==> config.mk <==
export PLATFORM = sky130hd
export DESIGN_NAME = au_cmp_eq_seq_flat
export DESIGN_NICKNAME = d
export VERILOG_FILES = /design/src/rtl/au_cmp_eq_seq_if.sv /design/src/rtl/au_cmp_eq_seq.sv /design/src/flat_wrapper.sv
export SDC_FILE = /design/constraint.sdc
export NUM_CORES = 1
export LEC_CHECK = 0
export BUFFER_PORTS_ARGS = -buffer_cell sky130_fd_sc_hd__buf_2
export CAP_MARGIN = 20
export CORE_MARGIN = 2
export CORE_UTILIZATION = 50
export DETAILED_ROUTE_END_ITERATION = 10
export PLACE_DENSITY = 0.92
export SKIP_LAST_GASP = 1
export SLEW_MARGIN = 20
export SYNTH_ARGS = -nofsm -noshare
export SYNTH_HDL_FRONTEND = slang
export SYNTH_SLANG_ARGS = --single-unit
==> constraint.sdc <==
create_clock -name clk -period 2.21 [get_ports clk]
set_input_delay 0 -clock clk [delete_from_list [all_inputs] [get_ports clk]]
set_output_delay 0 -clock clk [all_outputs]
set_load 0.02 [all_outputs]
==> src/rtl/au_cmp_eq_seq_if.sv <==
// au_cmp_eq_seq_if: request/result bundle between a requester and the slice-serial equality sequencer.
interface au_cmp_eq_seq_if #(
  parameter int WIDTH = 32,
  parameter int SLICE = 8
);
  localparam int NSLICE = (WIDTH + SLICE - 1) / (SLICE < 1 ? 1 : SLICE);
  localparam int IDXW = NSLICE > 1 ? $clog2(NSLICE) : 1;
  logic             start;
  logic [WIDTH-1:0] a;
  logic [WIDTH-1:0] b;
  logic             busy;
  logic             done;
  logic             eq;
  logic [IDXW-1:0]  mis_idx;
  modport master (output start, a, b, input busy, done, eq, mis_idx);
  modport slave (input start, a, b, output busy, done, eq, mis_idx);
endinterface

==> src/rtl/au_cmp_eq_seq.sv <==
// au_cmp_eq_seq: walks two captured words slice by slice through one SLICE-bit equality compare.
module au_cmp_eq_seq #(
  parameter int WIDTH      = 32,
  parameter int SLICE      = 8,
  parameter int EARLY_EXIT = 1
) (
  input logic            clk,
  input logic            rst,
  au_cmp_eq_seq_if.slave s
);
  localparam int NSLICE = (WIDTH + SLICE - 1) / (SLICE < 1 ? 1 : SLICE);
  localparam int IDXW = NSLICE > 1 ? $clog2(NSLICE) : 1;
  localparam int PW = NSLICE * SLICE;
  if (WIDTH < 1 || SLICE < 1 || SLICE > WIDTH) begin : g_bad
    $error("au_cmp_eq_seq: illegal parameters WIDTH=%0d SLICE=%0d", WIDTH, SLICE);
  end
  typedef enum logic [1:0] {IDLE, RUN, DONE} state_t;
  state_t          state_q, state_d;
  logic [PW-1:0]   x_q, x_d;
  logic [IDXW-1:0] cnt_q, cnt_d, idx_q, idx_d, mis_q, mis_d;
  logic            mm_q, mm_d, eq_q, eq_d, cur, fin;
  // Only the XOR of the operands matters; zero-extension makes the padded bits match.
  assign cur = |x_q[SLICE-1:0];
  assign fin = (EARLY_EXIT != 0 && cur) || cnt_q == IDXW'(NSLICE - 1);
  always_comb begin
    state_d = state_q;
    x_d     = x_q;
    cnt_d   = cnt_q;
    mm_d    = mm_q;
    idx_d   = idx_q;
    eq_d    = eq_q;
    mis_d   = mis_q;
    case (state_q)
      IDLE: if (s.start) begin
        x_d     = PW'(s.a) ^ PW'(s.b);
        cnt_d   = '0;
        mm_d    = 1'b0;
        idx_d   = '0;
        state_d = RUN;
      end
      RUN: begin
        x_d   = x_q >> SLICE;
        mm_d  = mm_q | cur;
        idx_d = (cur && !mm_q) ? cnt_q : idx_q;
        if (fin) begin
          eq_d    = !(mm_q || cur);
          mis_d   = mm_q ? idx_q : (cur ? cnt_q : '0);
          state_d = DONE;
        end else begin
          cnt_d = cnt_q + 1'b1;
        end
      end
      default: state_d = IDLE;
    endcase
  end
  always_ff @(posedge clk) begin
    if (rst) begin
      state_q <= IDLE;
      x_q     <= '0;
      cnt_q   <= '0;
      mm_q    <= 1'b0;
      idx_q   <= '0;
      eq_q    <= 1'b0;
      mis_q   <= '0;
    end else begin
      state_q <= state_d;
      x_q     <= x_d;
      cnt_q   <= cnt_d;
      mm_q    <= mm_d;
      idx_q   <= idx_d;
      eq_q    <= eq_d;
      mis_q   <= mis_d;
    end
  end
  assign s.busy    = state_q != IDLE;
  assign s.done    = state_q == DONE;
  assign s.eq      = eq_q;
  assign s.mis_idx = mis_q;
endmodule
==> src/flat_wrapper.sv <==
// flat-port wrapper written by rule: the top's interface ports become plain ports
module au_cmp_eq_seq_flat 
#(
  parameter int WIDTH      = 32,
  parameter int SLICE      = 8,
  parameter int EARLY_EXIT = 1
)
  (clk, rst, s_start, s_a, s_b, s_busy, s_done, s_eq, s_mis_idx);
  au_cmp_eq_seq_if #(.WIDTH(WIDTH), .SLICE(SLICE)) s_i ();
  input logic clk;
  input logic rst;
  input wire logic [$bits(s_i.start)-1:0] s_start;
  input wire logic [$bits(s_i.a)-1:0] s_a;
  input wire logic [$bits(s_i.b)-1:0] s_b;
  output wire logic [$bits(s_i.busy)-1:0] s_busy;
  output wire logic [$bits(s_i.done)-1:0] s_done;
  output wire logic [$bits(s_i.eq)-1:0] s_eq;
  output wire logic [$bits(s_i.mis_idx)-1:0] s_mis_idx;
  assign s_i.start = s_start;
  assign s_i.a = s_a;
  assign s_i.b = s_b;
  assign s_busy = s_i.busy;
  assign s_done = s_i.done;
  assign s_eq = s_i.eq;
  assign s_mis_idx = s_i.mis_idx;
  au_cmp_eq_seq #(.WIDTH(WIDTH), .SLICE(SLICE), .EARLY_EXIT(EARLY_EXIT)) u_core (.clk(clk), .rst(rst), .s(s_i));
endmodule
==> results.txt <==
----------------------------------------------------
[Outcome]
  Status ... complete, no violations

[Route]
  Post-route antenna net violation count ... 0
  Via total after detailed routing ... 1975
  Detail-routed net length per standard cell ... 12.46 um
  Final routed DRC violation total ... 0
  First drt pass iteration count ... 4
  Routed via count divided by cell count ... around 5.4
  Routed wire length ... 4572 um
  DRT iter0 DRCs ... 101

[Global route]
  GR peak layer ... met2
  Global Route met1 Usage ... 0.2467
  Maximum number of pins on one net before global-route repair ... 44
  All-layer global routing usage ... 0.2108
  Global route overflow ... 0
  Vias in the first global route ... about 1700
  Routing usage on met3 ... 0.05519
  Antenna violations before repair ... 0
  Met2 track demand over resource ... 0.3642
  Global-route wire length before repair ... 7334 um

[Timing]
  Setup repair after global routing missed its margin ... no
  Post-route fraction of the period consumed by the critical path ... 0.7849
  Measured slew at the worst slew-check pin ... 0.7620 ns
  Count of final max-slew check failures ... 0
  Number of endpoints with negative hold slack in the final report ... 0
  Endpoints failing setup ... 0
  Fmax achieved ... 0.5765 GHz
  Final worst setup slack ... 0.4753 ns
  Worst clock skew ... 0.006155 ns
  Worst relative slew slack ... 0.4920
  Shortest period the worst path allows ... 1.735 ns
  Final total negative setup slack ... 0 ns

[Logic synthesis]
  Number of enable-type register cells in the synthesized netlist ... 0
  Count of cell types in the netlist ... 29
  Synth async-reset ratio ... 0
  Number of synthesized register bits ... 42
  Post-synthesis sequential area ratio ... 0.4036
  Cell count after synthesis ... 250
  Total nets after synthesis ... 318
  Dominant register cell in the synthesized netlist ... dfxtp_1
  Per-instance average area after synthesis ... 8.333 um2
  Area of the mapped netlist ... 0.002083 mm2
  Total number of yosys warnings ... 0

[Worst setup path]
  Class of the most critical setup path ... register to register
  Arr. time, crit path ... 1.90 ns
  Data required time at the worst endpoint ... 2.37 ns
  Category of the worst setup path capture point ... register
  Worst-path maximum fanout ... 8
  Critical path launch point type ... register

[Clock network]
  Root Buffer Master ... clkbuf_8
  Max H-tree Level ... 2
  CTS max path bufs ... 2
  Source-to-sink clock delay at the later pin of the worst-skew pair ... about 0.30 ns
  Cts bufs inserted ... 5
  Clock Pin Slew Worst Setup and Hold Paths ... around 0.080 ns
  Cts hold-fix bufs ... 0
  Resized cells post-CTS ... 0
  Number of sinks on the clock net ... 42
  Number of post-CTS setup repair buffers ... 0
  TritonCTS clock tree ... yes

[Power and ir drop]
  Leakage power ... 0.001130 uW
  Worst vdd ir ... 0.5357 mV
  Seq pwr share ... 0.461
  Switching power as a share of total power ... 0.3180
  Logic pwr share ... 0.290
  Clock share of power ... 0.250
  Net switching component of the power ... 630.3 uW
  Internal Pwr Total ... 1352 uW
  Cell Pwr Density ... ~780 mW/mm2

[Finish]
  Number of fill cells in the layout ... 306
  Layout cell share with drive strength beyond 1 ... 0.2871
  Area delta synth->final ... 22.76%
  Sequential standard cell area ... around 840 um2
  Layout net count ... between 300 and 400
  Area occupied by multi-input gates ... around 0.0012 mm2
  N_diodes ... 0

[Floorplan]
  Standard cell core area ... 0.004000 mm2
  Area of the die ... 0.004699 mm2
  Horizontal extent of the die ... 68.55 um
  Top-Level Pins ... 72
  Height of the die ... just under 70 um
  Standard-cell row count ... 23
  Effective utilization at floorplan ... 0.5208

[Placement]
  Detailed placement HPWL ... 3337 um
  Pre-CTS setup slack ... 0.5125 ns
  Placer Congestion ... 0.7892
  I/O Buffers ... 71

[Job]
  Total of max-cap violations ... 0

[Hold path]
  Min-delay worst type ... input pin to register

----------------------------------------------------
[critical path: stages, from the launching register on]
cell     delay, ns
dfxtp_1       0.46
nor2b_1       0.42
o31a_1        0.44
mux2i_1       0.23
nor2_1        0.05
[final timing paths]
| check | depth (start not counted) | endpoint | slack [ns] | start |
|---|---|---|---|---|
| max | 4 | u_core.s.eq | 0.48 | u_core.state_q[0] |
| min | 4 | u_core.x_q[29] | 0.02 | s_a[29] |
| max reg2reg | 4 | u_core.s.eq | 0.48 | u_core.state_q[0] |
| min reg2reg | 2 | u_core.x_q[25] | 0.46 | u_core.x_q[25] |
[metrics by stage]
| stage | area [um2] | total power [uW] | hold WS (ns) | util | instances |
|---|---|---|---|---|---|
| global route | 2557 | 2090 | 0.03400 | 0.6393 | 367 |
| CTS | 2557 | 1994 | 0.01548 | 0.6393 | 367 |
| floorplan | 2083 | 1337 | 0.2187 | - | 250 |
| finish | 2557 | 1982 | 0.01823 | 0.6393 | 367 |
| detailed placement | 2467 | 1503 | 0.3315 | 0.6168 | 359 |
| global placement | 2467 | 1482 | 0.3278 | 0.6168 | 359 |
[cell type report]
type / count / area share
multi-input cells: 190 / 0.4565
flip-flops and latches: 42 / 0.3288
repair buffers: 76 / 0.1536
clock buffers: 5 / 0.02691
well taps: 50 / 0.02446
clock inverters: 3 / 0.008317
inverters: 1 / 0.001468
[power groups by stage]
| stage | sequential (uW) | clock, uW | combinational (uW) |
|---|---|---|---|
| after floorplan | 920 | 0 | 417 |
| after global placement | 925 | 0 | 557 |
| after detailed placement | 930 | 0 | 573 |
| after CTS | 912 | 506 | 576 |
| after global routing | 923 | 531 | 637 |
| final | 913 | 495 | 574 |
[registers in the layout, summed over array words and instances, names as in the netlist]
| register | cells |
|---|---|
| u_core.state_q | 2 |
| u_core.mm_q | 1 |
| u_core.idx_q | 2 |
| u_core.s.mis_idx | 2 |
| u_core.cnt_q | 2 |
| u_core.s.eq | 1 |
| u_core.x_q | 32 |
[cells in the mapped netlist, drive strengths merged, types with 3 or more instances]
library cell  instances  area, um2
nand2                 3      11.26
nand2b                3      18.77
xor2                  8      70.07
a21oi                 6      30.03
nor2b                 3      18.77
nor3                 28      140.1
buf                   5      28.78
a2bb2oi              24      210.2
xnor2                24      210.2
dfxtp                42      840.8
nand3                 6      30.03
a22oi                 7      52.55
clkbuf               12      45.04
nor2                 60      225.2
o21ai                 6      30.03
[metal layers]
layer	up-vias	wire length, um
met5	-	0
met4	0	53
met3	5	270
met2	69	2260
met1	905	1987
li1	996	-
[logic make-up (layout without fill, tap and decap cells)]
family | Yosys count | after routing | synth area share
xor gates and xnor gates | 32 | 32 | 0.1345
muxes | 1 | 1 | 0.004805
buffers and inverters | 18 | 85 | 0.03724
AOI/OAI and AO/OA | 49 | 49 | 0.1832
and+or+nand+nor | 107 | 107 | 0.2306
adders and majority gates | 1 | 1 | 0.006005
DFF | 42 | 42 | 0.4036
[cells in the final DEF, fill, tap and decap left out, drive strengths merged]
cell type and n:
buf 76, nor2 60, dfxtp 42, nor3 28, xnor2 24, a2bb2oi 24
xor2 8, a22oi 7, nand3 6, a21oi 6, o21ai 6, clkbuf 5
nor2b 3, nand2 3, nand2b 3, clkinv 3, or4 2, a211oi 2
or2 1, o21bai 1, o31a 1, o21ba 1, o21a 1, mux2i 1
nand3b 1, ha 1, clkinvlp 1
Note: power is estimated with default switching activity, not from simulation.
